**src/rtl/fifo_wr_arbiter.sv**
```systemverilog
// Round-robin write-side arbiter: grants one producer per burst onto a shared sync_fifo.
// Optional per-requester accepted-beat counters are built when FIFO_ARB_STATS_EN is defined.
module fifo_wr_arbiter #(
    parameter int N_REQ     = 4,
    parameter int WIDTH     = 9,
    parameter int MAX_BURST = 16
) (
    input  logic                     clk,
    input  logic                     rst_n,
    input  logic [N_REQ-1:0]         req_valid,
    input  logic [N_REQ*WIDTH-1:0]   req_data,
    input  logic [N_REQ-1:0]         req_last,
    output logic [N_REQ-1:0]         req_ready,
    output logic                     fifo_wr_en,
    output logic [WIDTH-1:0]         fifo_din,
    input  logic                     fifo_full,
    output logic [N_REQ-1:0]         grant,
    output logic                     busy
`ifdef FIFO_ARB_STATS_EN
    ,
    input  logic                     stat_clr,
    output logic [N_REQ*16-1:0]      stat_beats
`endif
);

    localparam int IDX_W = $clog2(N_REQ);
    localparam int CNT_W = $clog2(MAX_BURST + 1);

    typedef enum logic {IDLE, BURST} state_t;

    state_t             state, state_nx;
    logic [N_REQ-1:0]   grant_nx;
    logic [IDX_W-1:0]   gnt_idx, gnt_idx_nx;
    logic [IDX_W-1:0]   last_gnt, last_gnt_nx;
    logic [CNT_W-1:0]   beat_cnt, beat_cnt_nx;
    logic [IDX_W-1:0]   sel_idx, cand;
    logic               sel_found;
    logic               accept;

    // Round-robin search starting just after the previous owner.
    always_comb begin
        sel_found = 1'b0;
        sel_idx   = '0;
        cand      = '0;
        for (int k = 1; k <= N_REQ; k++) begin
            cand = IDX_W'((int'(last_gnt) + k) % N_REQ);
            if (!sel_found && req_valid[cand]) begin
                sel_found = 1'b1;
                sel_idx   = cand;
            end
        end
    end

    always_ff @(posedge clk or negedge rst_n) begin
        if (!rst_n) begin
            state    <= IDLE;
            grant    <= '0;
            gnt_idx  <= '0;
            last_gnt <= IDX_W'(N_REQ - 1);
            beat_cnt <= '0;
        end else begin
            state    <= state_nx;
            grant    <= grant_nx;
            gnt_idx  <= gnt_idx_nx;
            last_gnt <= last_gnt_nx;
            beat_cnt <= beat_cnt_nx;
        end
    end

    always_comb begin
        state_nx    = state;
        grant_nx    = grant;
        gnt_idx_nx  = gnt_idx;
        last_gnt_nx = last_gnt;
        beat_cnt_nx = beat_cnt;
        accept      = 1'b0;
        case (state)
            IDLE: begin
                if (sel_found) begin
                    state_nx   = BURST;
                    gnt_idx_nx = sel_idx;
                    grant_nx   = N_REQ'(1) << sel_idx;
                end
            end
            BURST: begin
                accept = req_valid[gnt_idx] & ~fifo_full;
                // A full FIFO with valid held neither accepts nor releases.
                if (!req_valid[gnt_idx] ||
                    (accept && (req_last[gnt_idx] || beat_cnt == CNT_W'(MAX_BURST - 1)))) begin
                    state_nx    = IDLE;
                    grant_nx    = '0;
                    last_gnt_nx = gnt_idx;
                    beat_cnt_nx = '0;
                end else if (accept) begin
                    beat_cnt_nx = beat_cnt + 1'b1;
                end
            end
            default: state_nx = IDLE;
        endcase
    end

    assign busy       = (state == BURST);
    assign fifo_wr_en = accept;
    assign req_ready  = accept ? grant : '0;

    always_comb begin
        fifo_din = '0;
        for (int i = 0; i < N_REQ; i++) begin
            if (busy && gnt_idx == IDX_W'(i))
                fifo_din = req_data[i*WIDTH +: WIDTH];
        end
    end

`ifdef FIFO_ARB_STATS_EN
    for (genvar i = 0; i < N_REQ; i++) begin : g_stat
        logic [15:0] cnt;
        always_ff @(posedge clk or negedge rst_n) begin
            if (!rst_n)
                cnt <= '0;
            else if (stat_clr)
                cnt <= '0;
            else if (req_ready[i] && cnt != 16'hFFFF)
                cnt <= cnt + 16'd1;
        end
        assign stat_beats[i*16 +: 16] = cnt;
    end
`endif

endmodule
```
**config.mk**
```make
export PLATFORM = sky130hd
export DESIGN_NAME = fifo_wr_arbiter
export DESIGN_NICKNAME = d
export VERILOG_FILES = /design/src/rtl/fifo_wr_arbiter.sv
export SDC_FILE = /design/constraint.sdc
export NUM_CORES = 1
export LEC_CHECK = 0
export CORE_MARGIN = 1
export CORE_UTILIZATION = 37
export DETAILED_ROUTE_END_ITERATION = 8
export PLACE_DENSITY = 0.79
export SYNTH_ARGS = -nofsm -noshare
export SYNTH_HDL_FRONTEND = slang
export SYNTH_SLANG_ARGS = --single-unit
```
**constraint.sdc**
```tcl
create_clock -name clk -period 2.46 [get_ports clk]
set_input_delay 0.369 -clock clk [delete_from_list [all_inputs] [get_ports clk]]
set_output_delay 0.369 -clock clk [all_outputs]
set_load 0.01 [all_outputs]
```
==> results of run 1 <==
[per-layer routing]
layer / GRT usage [%] / vias up / wire [microns]
met1: 25.2 / 534 / 1280
met2: 37.7 / 56 / 1500
met5: 0 / - / 0
met4: 3.14 / 0 / 6
met3: 5.81 / 2 / 264
li1: - / 533 / -
[sequential cells by signal, summed over array words and instances (netlist names)]
name,cells
last_gnt,2
busy,1
gnt_idx,2
beat_cnt,5
grant,4
[worst paths after layout]
path,start,endpoint,slack [ps]
max,gnt_idx[0],fifo_din[6],70
min,rst_n,grant[3],490
max reg2reg,beat_cnt[0],last_gnt[1],350
min reg2reg,beat_cnt[4],beat_cnt[4],500
max in group asynchronous,rst_n,gnt_idx[1],1560
min in group clk,beat_cnt[4],beat_cnt[4],500
[repair_timing]
action / CTS / global route
gates resized for setup: 5 / 3
endpoints found under the setup margin: 9 / 5
buffers inserted: 2 / 0
[final cells by class]
class	instances	area [sq um]	share of cell area [%]
Clock buffer	4	36.3	1.92
Inverter	5	18.8	0.995
Multi-Input combinational cell	75	682	36.1
Sequential cell	14	353	18.7
Tap cell	31	38.8	2.06
Timing Repair Buffer	79	758	40.2
[report_power, final]
part           internal, W  leakage [nW]  switching (W)
clock            0.0000899        0.0210      0.0000758
sequential        0.000325         0.179      0.0000772
combinational     0.000747         0.610       0.000484
total              0.00116         0.810       0.000637
[cells in the final DEF (no fill, tap or decap), types with 2 or more instances in the layout]
master           Yosys  final
ha_1                 2      2
mux2i_1              3      3
o21a_1               2      2
a21o_1               2      2
a31oi_1              2      2
mux4_2              10     10
dlymetal6s2s_1       0      2
a32o_1               4      4
dlygate4sd2_1        0      5
clkdlybuf4s50_1      0     58
a21boi_0             2      2
dfstp_2              2      2
nor2_1               3      3
nand2b_1             4      4
mux2_2               2      2
nor2b_1              2      2
inv_1                5      5
clkbuf_4             0      3
and2_1              13     13
o21ai_0              6      6
buf_4                0     13
nand2_1              5      5
dfrtp_1             12     12
[kinds of logic after synthesis]
family                     after synthesis
AOI/OAI and AO/OA                       24
adders and majority gates                2
buffers and inverters                   10
DFF                                     14
muxes                                   15
and+or+nand+nor                         34
[stage by stage]
| step | util (%) | area (sq um) | hold WS [ps] |
|---|---|---|---|
| floorplan | - | 1070 | 73.4 |
| global placement | 66.5 | 1830 | 460 |
| detailed placement | 66.5 | 1830 | 483 |
| CTS | 68.1 | 1880 | 498 |
| global route | 68.4 | 1890 | 517 |
| finish | 68.4 | 1890 | 486 |
[critical path: stages, from the launching register on]
cell and delay [ps]:
dfrtp_1 420, buf_4 180, mux4_2 490, and2_1 170, clkdlybuf4s50_1 490
==> metrics.md, run 1 <==
| Metric | Value |
|---|---|
| Final setup margin | `69.7 ps` |
| Synth Area in XOR/XNOR | `0%` |
| Worst-path fanout max | `4` |
| Initial antenna violation count | `0` |
| Htree depth | `1` |
| Crit start category | `register` |
| Initial core utilization | `38.9%` |
| Post-synth top flop | `dfrtp_1` |
| Synth cell types | `33` |
| Overflow after GRT | `0` |
| Pre-CTS WS | `-151 ps` |
| DRC violation count after routing | `0` |
| RSZ-0062 raised after global routing | `true` |
| Reg2reg path depth | `7` |
| Fraction of synthesized area in multiplexers | `25.9%` |
| Buffers added on ports | `65` |
| Post-synthesis compound-gate area fraction | `between 15 and 20%` |
| CTS tree | `yes` |
| Skew-Pair Late Insertion Delay | `roughly 270 ps` |
| Area grow syn2layout | `75.8%` |
| Combinational family with the most area after synthesis | `multiplexers` |
| Max IR drop VDD | `about 0.8 mV` |
| Most numerous cell in the Yosys netlist | `and2_1` |
| Post-DRT Antenna Nets | `0` |
| Core Area | `2760 sq um` |
| ANT cells | `0` |
| Simple-Gate Fraction of Synth Area | `around a fifth` |
| Setup tns final | `0 ps` |
| All-Layer GR Usage | `20.8%` |
| CTS Sinks | `14` |
| Hold Crit Class | `input port to async pin` |
| Worst EP required | `approximately 2100 ps` |
| CTS root buf | `clkbuf_4` |
| Final total power | `about 0.0018 W` |
| Fmax | `between 400 and 500 MHz` |
| Fin crit period | `~2400 ps` |
| 1st-pass router iterations | `4` |
| DIE WIDTH | `between 50 and 60 microns` |
| WL final | `just over 3000 microns` |
| Share of the synthesized area in the top cell type | `between 20% and 30%` |
| Seq/Total Area, Yosys | `about a third` |
| First-pass GRT wire length | `5220 microns` |
| Fin cells | `208` |
| Setup crit end kind | `output pin` |
| Leakage | `around 0.8 nW` |
| Mapped Nets | `approximately 150` |
| Final setup violation count | `0` |
| Top post-synthesis cells by area | `dfrtp_1, mux4_2, and2_1` |
| Critical Path AT | `between 2000 and 2500 ps` |
| Outcome | `finished clean` |
| Filler Cell Count | `roughly 210` |
| Synth cell count leaders | `and2_1, dfrtp_1, mux4_2, o21ai_0` |
| Num ports | `between 60 and 70` |
| Share of cells above drive strength 1 | `19.8%` |
| Cell area after synthesis | `about 1100 sq um` |
| Max_cap viols | `0` |
| Setup CP Type | `register to output pin` |
| Full die area | `3120 sq um` |
| Pwr dens | `between 900 and 1000 nW/um^2` |
| Drt via density | `5.41` |
| First DRT Iteration DRCs | `17` |
| Reg clk slew, reported paths | `approximately 90 ps` |
| Syn Area/Cell | `~11 sq um` |
| Clock Path Buffers | `2` |
| Yosys Warn Count | `0` |
| # nets final | `about 230` |
| Final Max Slew Viols | `0` |
| FFs w/ async S/R, synth | `100%` |
| Worst-Margin Slew | `650 ps` |
| Slew Limit Headroom | `56.5%` |
| Post-Synthesis Cells | `99` |
| Row cnt | `19` |
| Final Hold Violating Endpoints | `0` |
| Post-Synth Adder-Cell Area | `2.33%` |
| Vias in the first global route | `approximately 1100` |
| EDFF count, synth | `0` |
| Routed via count | `roughly 1100` |
| Detailed Place HPWL | `about 2400 microns` |
| Final period utilization | `97.2%` |
| Wire per inst | `14.7 microns` |
| CTS buffer count | `3` |
| Largest net degree at the start of global routing | `15` |
| Die Y-Extent | `roughly 56 microns` |
| Largest area contributor in the netlist | `dfrtp_1` |
| Worst Skew | `between 2 and 2.5 ps` |
| Synth Register Bits | `14` |
| Placed insts | `slightly above 200` |
| Hold_buf cts | `0` |
| GP Congestion | `~0.77` |
(Power assumes the default switching activity.)
==> run 2: changes to the inputs <==
GPL_ROUTABILITY_DRIVEN = 0   (was not set)
==> results of run 2 <==
No change in the layout: final DEF, timing and power equal those of run 1.
